===== src/rtl/scope_capture_ctrl.sv =====
// ---------------------------------------------------------------------------
// scope_capture_ctrl
//
// Capture sequencer for one oscilloscope channel. Enables the ADC channel,
// fills a circular sample buffer with a pre-trigger history, waits for a
// level/slope trigger (or an auto-mode timeout), records the post-trigger
// part of the frame and then holds the frame for the display reader until
// it is acknowledged.
//
// Ports:
//   clock, rst_n        system clock, asynchronous active-low reset
//   sample_in           signed sample from the channel block
//   sample_valid        one-cycle strobe qualifying sample_in/out_of_range
//   out_of_range        front-end overrange flag
//   arm                 start capture (level, honoured in IDLE only)
//   abort               return to IDLE, highest priority
//   mode                0 normal, 1 auto, 2 single, 3 normal
//   trig_slope          0 rising, 1 falling
//   trig_level          signed trigger threshold
//   pretrig             samples kept before the trigger
//   done_ack            reader has finished with the frame
//   adc_en              channel enable to the front-end
//   mem_we/waddr/wdata  sample RAM write port
//   frame_start         address of the oldest sample of the completed frame
//   done                frame complete, held until done_ack
//   trig_auto           frame was force-triggered by the auto timeout
//   ovr_flag            sticky overrange seen during the frame
//   busy                controller is not idle
// ---------------------------------------------------------------------------
module scope_capture_ctrl #(
   parameter int DATA_W       = 14,
   parameter int ADDR_W       = 10,
   parameter int AUTO_TIMEOUT = 1048576
) (
   input  logic                     clock,
   input  logic                     rst_n,
   input  logic signed [DATA_W-1:0] sample_in,
   input  logic                     sample_valid,
   input  logic                     out_of_range,
   input  logic                     arm,
   input  logic                     abort,
   input  logic [1:0]               mode,
   input  logic                     trig_slope,
   input  logic signed [DATA_W-1:0] trig_level,
   input  logic [ADDR_W-1:0]        pretrig,
   input  logic                     done_ack,
   output logic                     adc_en,
   output logic                     mem_we,
   output logic [ADDR_W-1:0]        mem_waddr,
   output logic [DATA_W-1:0]        mem_wdata,
   output logic [ADDR_W-1:0]        frame_start,
   output logic                     done,
   output logic                     trig_auto,
   output logic                     ovr_flag,
   output logic                     busy
);

   localparam int TO_W = $clog2(AUTO_TIMEOUT + 1);
   localparam logic [TO_W-1:0]   TO_MAX = TO_W'(AUTO_TIMEOUT);
   localparam logic [TO_W-1:0]   ONE_T  = 1;
   localparam logic [ADDR_W-1:0] ONE_A  = 1;

   localparam logic [2:0] S_IDLE = 3'd0;
   localparam logic [2:0] S_PRE  = 3'd1;
   localparam logic [2:0] S_WAIT = 3'd2;
   localparam logic [2:0] S_POST = 3'd3;
   localparam logic [2:0] S_DONE = 3'd4;

   logic [2:0]               state_q, state_d;
   logic [ADDR_W-1:0]        waddr_q, waddr_d;
   logic [ADDR_W-1:0]        pcnt_q, pcnt_d;
   logic [ADDR_W-1:0]        p_q, p_d;
   logic [ADDR_W-1:0]        remaining_q, remaining_d;
   logic [ADDR_W-1:0]        frame_start_q, frame_start_d;
   logic [ADDR_W-1:0]        mem_waddr_q, mem_waddr_d;
   logic [DATA_W-1:0]        mem_wdata_q, mem_wdata_d;
   logic signed [DATA_W-1:0] prev_q, prev_d;
   logic                     prev_valid_q, prev_valid_d;
   logic                     ovr_q, ovr_d;
   logic                     trig_auto_q, trig_auto_d;
   logic                     mem_we_q, mem_we_d;
   logic                     adc_en_q, adc_en_d;
   logic                     done_q, done_d;
   logic [TO_W-1:0]          tcnt_q, tcnt_d;

   logic                     capturing;
   logic                     wr_en;
   logic                     real_trig;
   logic                     force_trig;
   logic                     start;
   logic [ADDR_W-1:0]        start_p;

   assign capturing = (state_q == S_PRE) || (state_q == S_WAIT) || (state_q == S_POST);
   assign wr_en     = capturing && sample_valid && !abort;

   // Slope detection needs a previous sample from the current capture.
   assign real_trig = sample_valid && prev_valid_q &&
                      (trig_slope ? ((prev_q > trig_level) && (sample_in <= trig_level))
                                  : ((prev_q < trig_level) && (sample_in >= trig_level)));

   // Counter saturates at the timeout, so the first valid sample from then on is forced.
   assign force_trig = sample_valid && (mode == 2'd1) && (tcnt_q == TO_MAX);

   always_comb begin
      state_d       = state_q;
      waddr_d       = waddr_q;
      pcnt_d        = pcnt_q;
      p_d           = p_q;
      remaining_d   = remaining_q;
      frame_start_d = frame_start_q;
      mem_waddr_d   = mem_waddr_q;
      mem_wdata_d   = mem_wdata_q;
      prev_d        = prev_q;
      prev_valid_d  = prev_valid_q;
      ovr_d         = ovr_q;
      trig_auto_d   = trig_auto_q;
      tcnt_d        = tcnt_q;
      mem_we_d      = 1'b0;
      adc_en_d      = capturing;
      start         = 1'b0;
      start_p       = p_q;

      if (wr_en) begin
         mem_we_d    = 1'b1;
         mem_waddr_d = waddr_q;
         mem_wdata_d = sample_in;
         waddr_d     = waddr_q + ONE_A;
         if (out_of_range) begin
            ovr_d = 1'b1;
         end
      end

      if (abort) begin
         state_d = S_IDLE;
      end else begin
         case (state_q)
            S_IDLE: begin
               if (arm) begin
                  start   = 1'b1;
                  start_p = pretrig;
               end
            end
            S_PRE: begin
               if (sample_valid) begin
                  prev_d       = sample_in;
                  prev_valid_d = 1'b1;
                  pcnt_d       = pcnt_q + ONE_A;
                  if (pcnt_q + ONE_A == p_q) begin
                     state_d = S_WAIT;
                     tcnt_d  = '0;
                  end
               end
            end
            S_WAIT: begin
               if (tcnt_q != TO_MAX) begin
                  tcnt_d = tcnt_q + ONE_T;
               end
               if (sample_valid) begin
                  prev_d       = sample_in;
                  prev_valid_d = 1'b1;
               end
               if (real_trig || force_trig) begin
                  frame_start_d = waddr_q - p_q;
                  trig_auto_d   = force_trig && !real_trig;
                  // DEPTH-1-P post samples; bitwise inverse of P in ADDR_W bits.
                  remaining_d   = ~p_q;
                  state_d       = (p_q == '1) ? S_DONE : S_POST;
               end
            end
            S_POST: begin
               if (sample_valid) begin
                  remaining_d = remaining_q - ONE_A;
                  if (remaining_q == ONE_A) begin
                     state_d = S_DONE;
                  end
               end
            end
            S_DONE: begin
               if (done_ack && (mode != 2'd2)) begin
                  start = 1'b1;
               end else if (done_ack) begin
                  state_d = S_IDLE;
               end
            end
            default: state_d = S_IDLE;
         endcase

         // Common entry actions for a fresh capture (arm from IDLE or re-arm from DONE).
         if (start) begin
            p_d          = start_p;
            waddr_d      = '0;
            pcnt_d       = '0;
            prev_valid_d = 1'b0;
            ovr_d        = 1'b0;
            trig_auto_d  = 1'b0;
            tcnt_d       = '0;
            state_d      = (start_p == '0) ? S_WAIT : S_PRE;
         end
      end

      done_d = (state_d == S_DONE);
   end

   always_ff @(posedge clock or negedge rst_n) begin
      if (!rst_n) begin
         state_q       <= S_IDLE;
         waddr_q       <= '0;
         pcnt_q        <= '0;
         p_q           <= '0;
         remaining_q   <= '0;
         frame_start_q <= '0;
         mem_waddr_q   <= '0;
         mem_wdata_q   <= '0;
         prev_q        <= '0;
         prev_valid_q  <= 1'b0;
         ovr_q         <= 1'b0;
         trig_auto_q   <= 1'b0;
         tcnt_q        <= '0;
         mem_we_q      <= 1'b0;
         adc_en_q      <= 1'b0;
         done_q        <= 1'b0;
      end else begin
         state_q       <= state_d;
         waddr_q       <= waddr_d;
         pcnt_q        <= pcnt_d;
         p_q           <= p_d;
         remaining_q   <= remaining_d;
         frame_start_q <= frame_start_d;
         mem_waddr_q   <= mem_waddr_d;
         mem_wdata_q   <= mem_wdata_d;
         prev_q        <= prev_d;
         prev_valid_q  <= prev_valid_d;
         ovr_q         <= ovr_d;
         trig_auto_q   <= trig_auto_d;
         tcnt_q        <= tcnt_d;
         mem_we_q      <= mem_we_d;
         adc_en_q      <= adc_en_d;
         done_q        <= done_d;
      end
   end

   assign adc_en      = adc_en_q;
   assign mem_we      = mem_we_q;
   assign mem_waddr   = mem_waddr_q;
   assign mem_wdata   = mem_wdata_q;
   assign frame_start = frame_start_q;
   assign done        = done_q;
   assign trig_auto   = trig_auto_q;
   assign ovr_flag    = ovr_q;
   assign busy        = (state_q != S_IDLE);

endmodule


===== config.mk =====
export PLATFORM = sky130hd
export DESIGN_NAME = scope_capture_ctrl
export DESIGN_NICKNAME = d
export VERILOG_FILES = /design/src/rtl/scope_capture_ctrl.sv
export SDC_FILE = /design/constraint.sdc
export NUM_CORES = 1
export LEC_CHECK = 0
export CAP_MARGIN = 20
export CORE_ASPECT_RATIO = 0.9
export CORE_MARGIN = 3
export CORE_UTILIZATION = 50
export CTS_CLUSTER_SIZE = 20
export DETAILED_ROUTE_END_ITERATION = 16
export DONT_BUFFER_PORTS = 1
export HOLD_SLACK_MARGIN = 0.1
export MAX_ROUTING_LAYER = met4
export PLACE_DENSITY = 0.66
export SLEW_MARGIN = 20
export SYNTH_ARGS = -nofsm -noshare
export SYNTH_HDL_FRONTEND = slang
export SYNTH_SLANG_ARGS = --single-unit

===== constraint.sdc =====
create_clock -name clock -period 4.78 [get_ports clock]
set_input_delay 0.956 -clock clock [delete_from_list [all_inputs] [get_ports clock]]
set_output_delay 0.956 -clock clock [all_outputs]
set_load 0.005 [all_outputs]

==> out/qor.yml, run 1 <==
outcome: "complete, no violations"
crit_type: "in -> reg"
dpl_worst_slack_ns: 1.035
crit_arrival_ns: 3.66
r2r-start: "state_q[0]$_DFF_PN0_"
die_h_um: 117.6
core_mm2: 0.01346
ir_worst_vdd_uv: 295.3
cts_inserted_buffers: 17
wl_per_cell_um: 17.95
track_usage_pct: 22.61
setup_tns_ns: 0
startpoint_type: "input port"
clkTransAtPathRegs_ns: 0.05
synth_largest_area_cell: "dfrtp_1"
maxCapViolations: 0
endpoint: "remaining_q[1]$_DFFE_PN0P_"
drt-initial-drc-count: 345
cts_tree: "built"
cts_root_buf: "clkbuf_16"
synth_edf_count: 0
netlist_instances: 726
ys.flop_type: "dfrtp_1"
yosysWarnings: 0
clk-insertion-delay-late_ns: 0.42
finClkSkew_ns: 0.009445
synth.top_cell.area_share_pct: 42.68
cts_setup_buffers: 0
hold_path.class: "in -> async"
utilization_pct: 56.78
nets: 815
grt_pass1_vias: 5374
p_per_area_mw_per_mm2: 382.5
worstPathCellList: "inv_1, ha_1, a21o_1, a2111oi_0, o221ai_1, a311o_1, nand3_1, and3_1, mux2_2"
diodes: 0
finalHoldViolations: 0
gp_congestion: 0.8762
period_minus_slack_ns: 3.361
synth_fa_ha_area_share_pct: 8.067
crit_start: "trig_level[11]"
worst_pin_slew_ns: 0.7903
dr.pass1.iters: 5
syn-mean-instance-area_um2: 9.529
final_cells: 904
cts_hold_buffers: 0
clock.fmax_mhz: 297.5
synthSimpleGateAreaFrac_pct: 17.92
setup_violations: 0
cp_max_fo: 9
drc: 0
grt_pass1_wl_um: 26810
cpPeakStageDelay_ns: 0.47
drive_gt1_share_pct: 12.91
slowest_stage: "a2111oi_0"
die_area_mm2: 0.01529
async_flop_share_pct: 100.0
drv_slew: 0
finalWirelength_um: 16230
synth_top_family_by_area: "simple AND/OR/NAND/NOR gates"
die_w_um: 130.0
fin_ws_ns: 1.419
synth_nets: 818
yosys.area_share.xor_xnor_pct: 4.558
ant_nets: 0
placementRows: 40
vias: 5437
slew_headroom_pct: 47.12
r2r-end: "tcnt_q[17]$_DFFE_PN0P_"
dp.cells: 872
timing.final.crit_share_pct: 70.32
grt_max_degree: 119
numClockSinks: 118
r2r_slack_ns: 1.46
synth-seq-cells: 118
hpwlAfterDp_um: 11680
syn-cell-area_mm2: 0.006918
ioPinCount: 88
clockBufferDepth: 2
grt-ovfl-total: 0
area_growth_pct: 10.49
synthDistinctLibCells: 59
antenna_found_initial: 0
portBuffers: 0
crit_required_ns: 5.08
synth_compound_area_share_pct: 14.40
r2r_cells: 7
h-tree-depth: 4
initial_core_util_pct: 51.38
power_leakage_nw: 3.456
grt_setup_unrepaired: "false"
end_kind: "flop"
cts_resized: 0
vias_per_cell: 6.014
seq_area_frac_synth_pct: 42.68
synthMuxAreaShare_pct: 8.247
synthTopCellsByArea: "dfrtp_1, mux2_2, ha_1, o21ai_0, nand2_1"
finalPower_w: 0.002923
worst max-delay path, delay by kind of cell:
kind,cells,cell delay (ns)
compound gates,4,1.29
simple gates,2,0.69
mux,1,0.38
fa+ha+maj,1,0.31
buf+inv,1,0.03
layout by cell type (no fill, tap or decap), drive strengths merged, types with 3 or more instances in the layout:
cell type	Yosys	final
nand3	35	35
a211o	3	3
inv	42	42
nand3b	3	3
buf	7	4
clkinv	0	6
nor2	56	56
nor4b	3	3
dfrtp	118	118
and3	12	12
xnor2	16	16
mux2	48	48
a211oi	3	3
nand2	65	65
a31oi	16	16
or4	3	3
mux2i	3	3
o211ai	3	3
nand4	13	13
clkbuf	19	23
or3	6	6
nor3	12	12
ha	43	43
and2	5	5
a21boi	4	4
nor2b	11	11
a21o	7	7
o21ai	60	60
nand2b	10	10
o31ai	13	13
a21oi	30	30
xor2	20	20
o41ai	3	3
nor4	14	14
cells by family (layout without fill, tap and decap cells):
family / Yosys count / in the layout
AND/OR/NAND/NOR: 252 / 252
AO/OA/AOI/OAI: 157 / 157
flip-flops: 118 / 118
buffers and inverters: 68 / 78
multiplexers: 51 / 51
adder cells (fa/ha/maj): 44 / 44
XOR/XNOR: 36 / 36
stage by stage:
stage	instance area, um^2	hold WS [ns]
2_1_floorplan	6918	0.4498
3_3_place_gp	7048	0.4686
3_5_place_dp	7048	0.4804
4_1_cts	7644	0.2152
5_1_grt	7644	0.2097
6_report	7644	0.2308
sequential cells by signal (all words and copies together) (netlist names), 3 cells and up:
name and count:
mem_wdata 14, tcnt_q 21, waddr_q 10, p_q 10
prev_q 14, mem_waddr 10, remaining_q 10, state_q 3
pcnt_q 10, frame_start 10
synth_stat cells (all sizes together), types with 2 or more instances:
| master | n |
|---|---|
| nand3 | 35 |
| a211o | 3 |
| or4 | 3 |
| nor3 | 12 |
| nor4 | 14 |
| o31ai | 13 |
| buf | 7 |
| and4 | 2 |
| o211ai | 3 |
| o21ai | 60 |
| a22o | 2 |
| mux2 | 48 |
| dfrtp | 118 |
| nand3b | 3 |
| and3 | 12 |
| a21oi | 30 |
| or3 | 6 |
| ha | 43 |
| xor2 | 20 |
| nand2b | 10 |
| nor2 | 56 |
| a311oi | 2 |
| nand4 | 13 |
| inv | 42 |
| o41ai | 3 |
| nor2b | 11 |
| xnor2 | 16 |
| nor4b | 3 |
| or2 | 2 |
| a21o | 7 |
| a211oi | 3 |
| mux2i | 3 |
| and2 | 5 |
| a21boi | 4 |
| nand2 | 65 |
| clkbuf | 19 |
| a31oi | 16 |
layer usage:
layer	global-route usage, %	up-vias	wire length, um
met5	-	-	0
met4	6.753	0	187
met3	6.352	16	1003
met2	35.02	174	7979
met1	28.96	2657	7056
li1	-	2590	-
worst min-delay path by stage:
stage / start / slack, ns / end / cells past startpoint
final: rst_n / 0.23 / mem_we$_DFF_PN0_ / 0
after global routing: rst_n / 0.21 / frame_start[6]$_DFFE_PN0P_ / 0
after CTS: rst_n / 0.22 / mem_we$_DFF_PN0_ / 0
after detailed placement: prev_q[0]$_DFFE_PN0P_ / 0.48 / prev_q[0]$_DFFE_PN0P_ / 2
after global placement: prev_q[0]$_DFFE_PN0P_ / 0.47 / prev_q[0]$_DFFE_PN0P_ / 2
after floorplan: prev_q[0]$_DFFE_PN0P_ / 0.45 / prev_q[0]$_DFFE_PN0P_ / 2
power breakdown:
part           internal [W]  switching, W  total, W
combinational      0.000208      0.000230  0.000437
sequential          0.00111      0.000101   0.00121
clock              0.000829      0.000447   0.00128
total               0.00215      0.000777   0.00292
cell type report:
type / count / area [um^2]
Tap cell: 168 / 210.2
Sequential cell: 118 / 2953
Multi-Input combinational cell: 540 / 3697
Clock buffer: 23 / 498.0
Inverter: 42 / 157.7
Fill cell: 1168 / 5819
Clock inverter: 9 / 97.59
Timing Repair Buffer: 4 / 30.03
No activity file was read; power rests on OpenSTA's default activity.
==> run 2: changes to the inputs <==
==> constraint.sdc (replaced) <==
create_clock -name clock -period 3.15 [get_ports clock]
set_input_delay 0.63 -clock clock [delete_from_list [all_inputs] [get_ports clock]]
set_output_delay 0.63 -clock clock [all_outputs]
set_load 0.005 [all_outputs]
==> out/qor.yml, run 2 (synthesis results as in run 1) <==
largest_register_ffs: 21  # unchanged
finalWirelength_um: 16160  # was 16230 um
finClkSkew_ns: 0.006202  # was 0.009445 ns
clkTransAtPathRegs_ns: 0.05  # about the same
setup_violations: 0  # unchanged
die_area_mm2: 0.01529  # unchanged
grt-ovfl-total: 0  # unchanged
h-tree-depth: 4  # unchanged
vias_per_cell: 5.972  # was 6.014
final_cell_mix: "dfrtp_1, nand2_1, o21ai_0"  # unchanged
hold_ws_ns: -0.08719  # was 0.2308 ns
area_growth_pct: 11.72  # was 10.49%
use_met3_pct: 6.534  # was 6.352%
dr.pass1.iters: 7  # was 5
clockBufferDepth: 2  # unchanged
core_mm2: 0.01346  # unchanged
cp_max_fo: 11  # was 9
grt_setup_unrepaired: "false"  # unchanged
ir_worst_vdd_uv: 519.1  # was 295.3 uV
die_h_um: 117.6  # unchanged
gp_congestion: 0.9130  # was 0.8762
grt_pass1_vias: 5429  # was 5374
p_per_area_mw_per_mm2: 575.4  # was 382.5 mW/mm^2
final_common_cell: "dfrtp_1"  # unchanged
regMostFlops: "tcnt_q"  # unchanged
drc: 0  # unchanged
hpwlAfterDp_um: 11720  # was 11680 um
cpPeakStageDelay_ns: 0.39  # was 0.47 ns
hold_path.class: "in -> async"  # unchanged
numClockSinks: 118  # unchanged
crit_type: "reg -> reg"  # was in -> reg
drive_gt1_share_pct: 14.08  # was 12.91%
crit_arrival_ns: 3.20  # was 3.66 ns
antenna_found_initial: 0  # unchanged
slew_headroom_pct: 47.56  # was 47.12%
maxCapViolations: 0  # unchanged
die_w_um: 130.0  # unchanged
n_fill_cell: 1156  # was 1168
grt_max_degree: 119  # unchanged
portBuffers: 0  # unchanged
dpl_worst_slack_ns: -0.02667  # was 1.035 ns
nets: 825  # was 815
grt_pass1_wl_um: 27210  # was 26810 um
placementRows: 40  # unchanged
ioPinCount: 88  # unchanged
cts_resized: 0  # unchanged
fin_ws_ns: 0.2417  # was 1.419 ns
clk-insertion-delay-late_ns: 0.41  # was 0.42 ns
worst_pin_slew_ns: 0.7838  # was 0.7903 ns
vias: 5458  # was 5437
final_cells: 914  # was 904
grt_use_met2_pct: 34.92  # was 35.02%
seqCellArea_mm2: 0.002953  # unchanged
violations: "negative hold slack"
power_leakage_nw: 3.513  # was 3.456 nW
initial_core_util_pct: 51.38  # unchanged
grt_util_met1_pct: 29.47  # was 28.96%
wl_per_cell_um: 17.68  # was 17.95 um
cts_root_buf: "clkbuf_16"  # unchanged
drt-initial-drc-count: 407  # was 345
finalHoldViolations: 118  # was 0
end_kind: "flop"  # unchanged
grt_most_used_layer: "met2"  # unchanged
dp.cells: 882  # was 872
worstPathCellList: "ha_1, a21oi_1, a21boi_0, o31ai_1, o221ai_1, a311o_1, a311oi_2, buf_4, mux2_2"  # was inv_1, ha_1, a21o_1, a2111oi_0, o221ai_1, a311o_1, nand3_1, and3_1, mux2_2
track_usage_pct: 22.86  # was 22.61%
cts_inserted_buffers: 17  # unchanged
multi_input_comb_area_mm2: 0.003697  # unchanged
r2r-start: "prev_q[4]$_DFFE_PN0P_"  # was state_q[0]$_DFF_PN0_
slowest_stage: "dfrtp_1"  # was a2111oi_0
period_minus_slack_ns: 2.908
startpoint_type: "flop"  # was input port
ant_nets: 0  # unchanged
cts_setup_buffers: 0  # unchanged
timing.final.crit_share_pct: 92.33
outcome: "finished with violations"  # was complete, no violations
diodes: 0  # unchanged
drv_slew: 0  # unchanged
cts_tree: "built"  # unchanged
crit_required_ns: 3.44  # was 5.08 ns
crit_start: "prev_q[4]$_DFFE_PN0P_"  # was trig_level[11]
clock.fmax_mhz: 343.8
==> run 2: cell count changes in the layout (fill, tap and decap cells not counted) <==
| cell | delta |
|---|---|
| clkbuf_8 | +1 |
| clkinvlp_4 | -1 |
| clkinv_4 | +1 |
| clkinv_2 | -1 |
| buf_4 | +10 |
==> run 2: metrics by stage <==
stage          hold slack (ns)  util (%)  power, W  cell area [um^2]  TNS, ns
2_1_floorplan           0.3344         -  0.002342              6918        0
3_3_place_gp            0.3388     52.91  0.002495              7123        0
3_5_place_dp            0.3376     52.91  0.002526              7123  -0.1236
4_1_cts                -0.1087     57.41  0.004488              7729        0
5_1_grt                -0.1106     57.41  0.004689              7729        0
6_report              -0.08719     57.41  0.004447              7729        0
==> run 2: worst paths after layout <==
check | endpoint | slack [ns] | depth (start not counted)
max in group asynchronous | done$_DFF_PN0_ | 2.99 | 0
setup reg to reg | frame_start[7]$_DFFE_PN0P_ | 0.24 | 9
min in group clock | state_q[0]$_DFF_PN0_ | 0.29 | 1
hold reg to reg | prev_q[0]$_DFFE_PN0P_ | 0.48 | 2
setup / recovery | frame_start[7]$_DFFE_PN0P_ | 0.24 | 9
hold / removal | ovr_flag$_DFF_PN0_ | -0.09 | 0
==> run 2: cell type report <==
type | count | area share, %
flip-flops and latches | 118 | 38.21
well taps | 168 | 2.720
clock buffers | 24 | 6.621
repair buffers | 14 | 1.360
clock inverters | 8 | 1.214
inverters | 42 | 2.040
multi-input cells | 540 | 47.84
==> run 2: worst max-delay path: cells and delay by family, from the launching register on <==
kind	cells	cell delay, ns
AO/OA/AOI/OAI	6	1.47
flip-flops	1	0.39
multiplexers	1	0.36
adder cells (fa/ha/maj)	1	0.32
buffers and inverters	1	0.26
==> run 2: where the power goes <==
part	switching [W]	total [W]	internal, W
sequential	0.000153	0.00184	0.00168
combinational	0.000343	0.000666	0.000323
clock	0.000662	0.00195	0.00128
total	0.00116	0.00445	0.00329
==> run 2: metal layers <==
layer	up-vias	wire, um
met5	-	0
met3	21	897
met1	2647	7246
met2	161	7695
met4	0	316
li1	2629	-
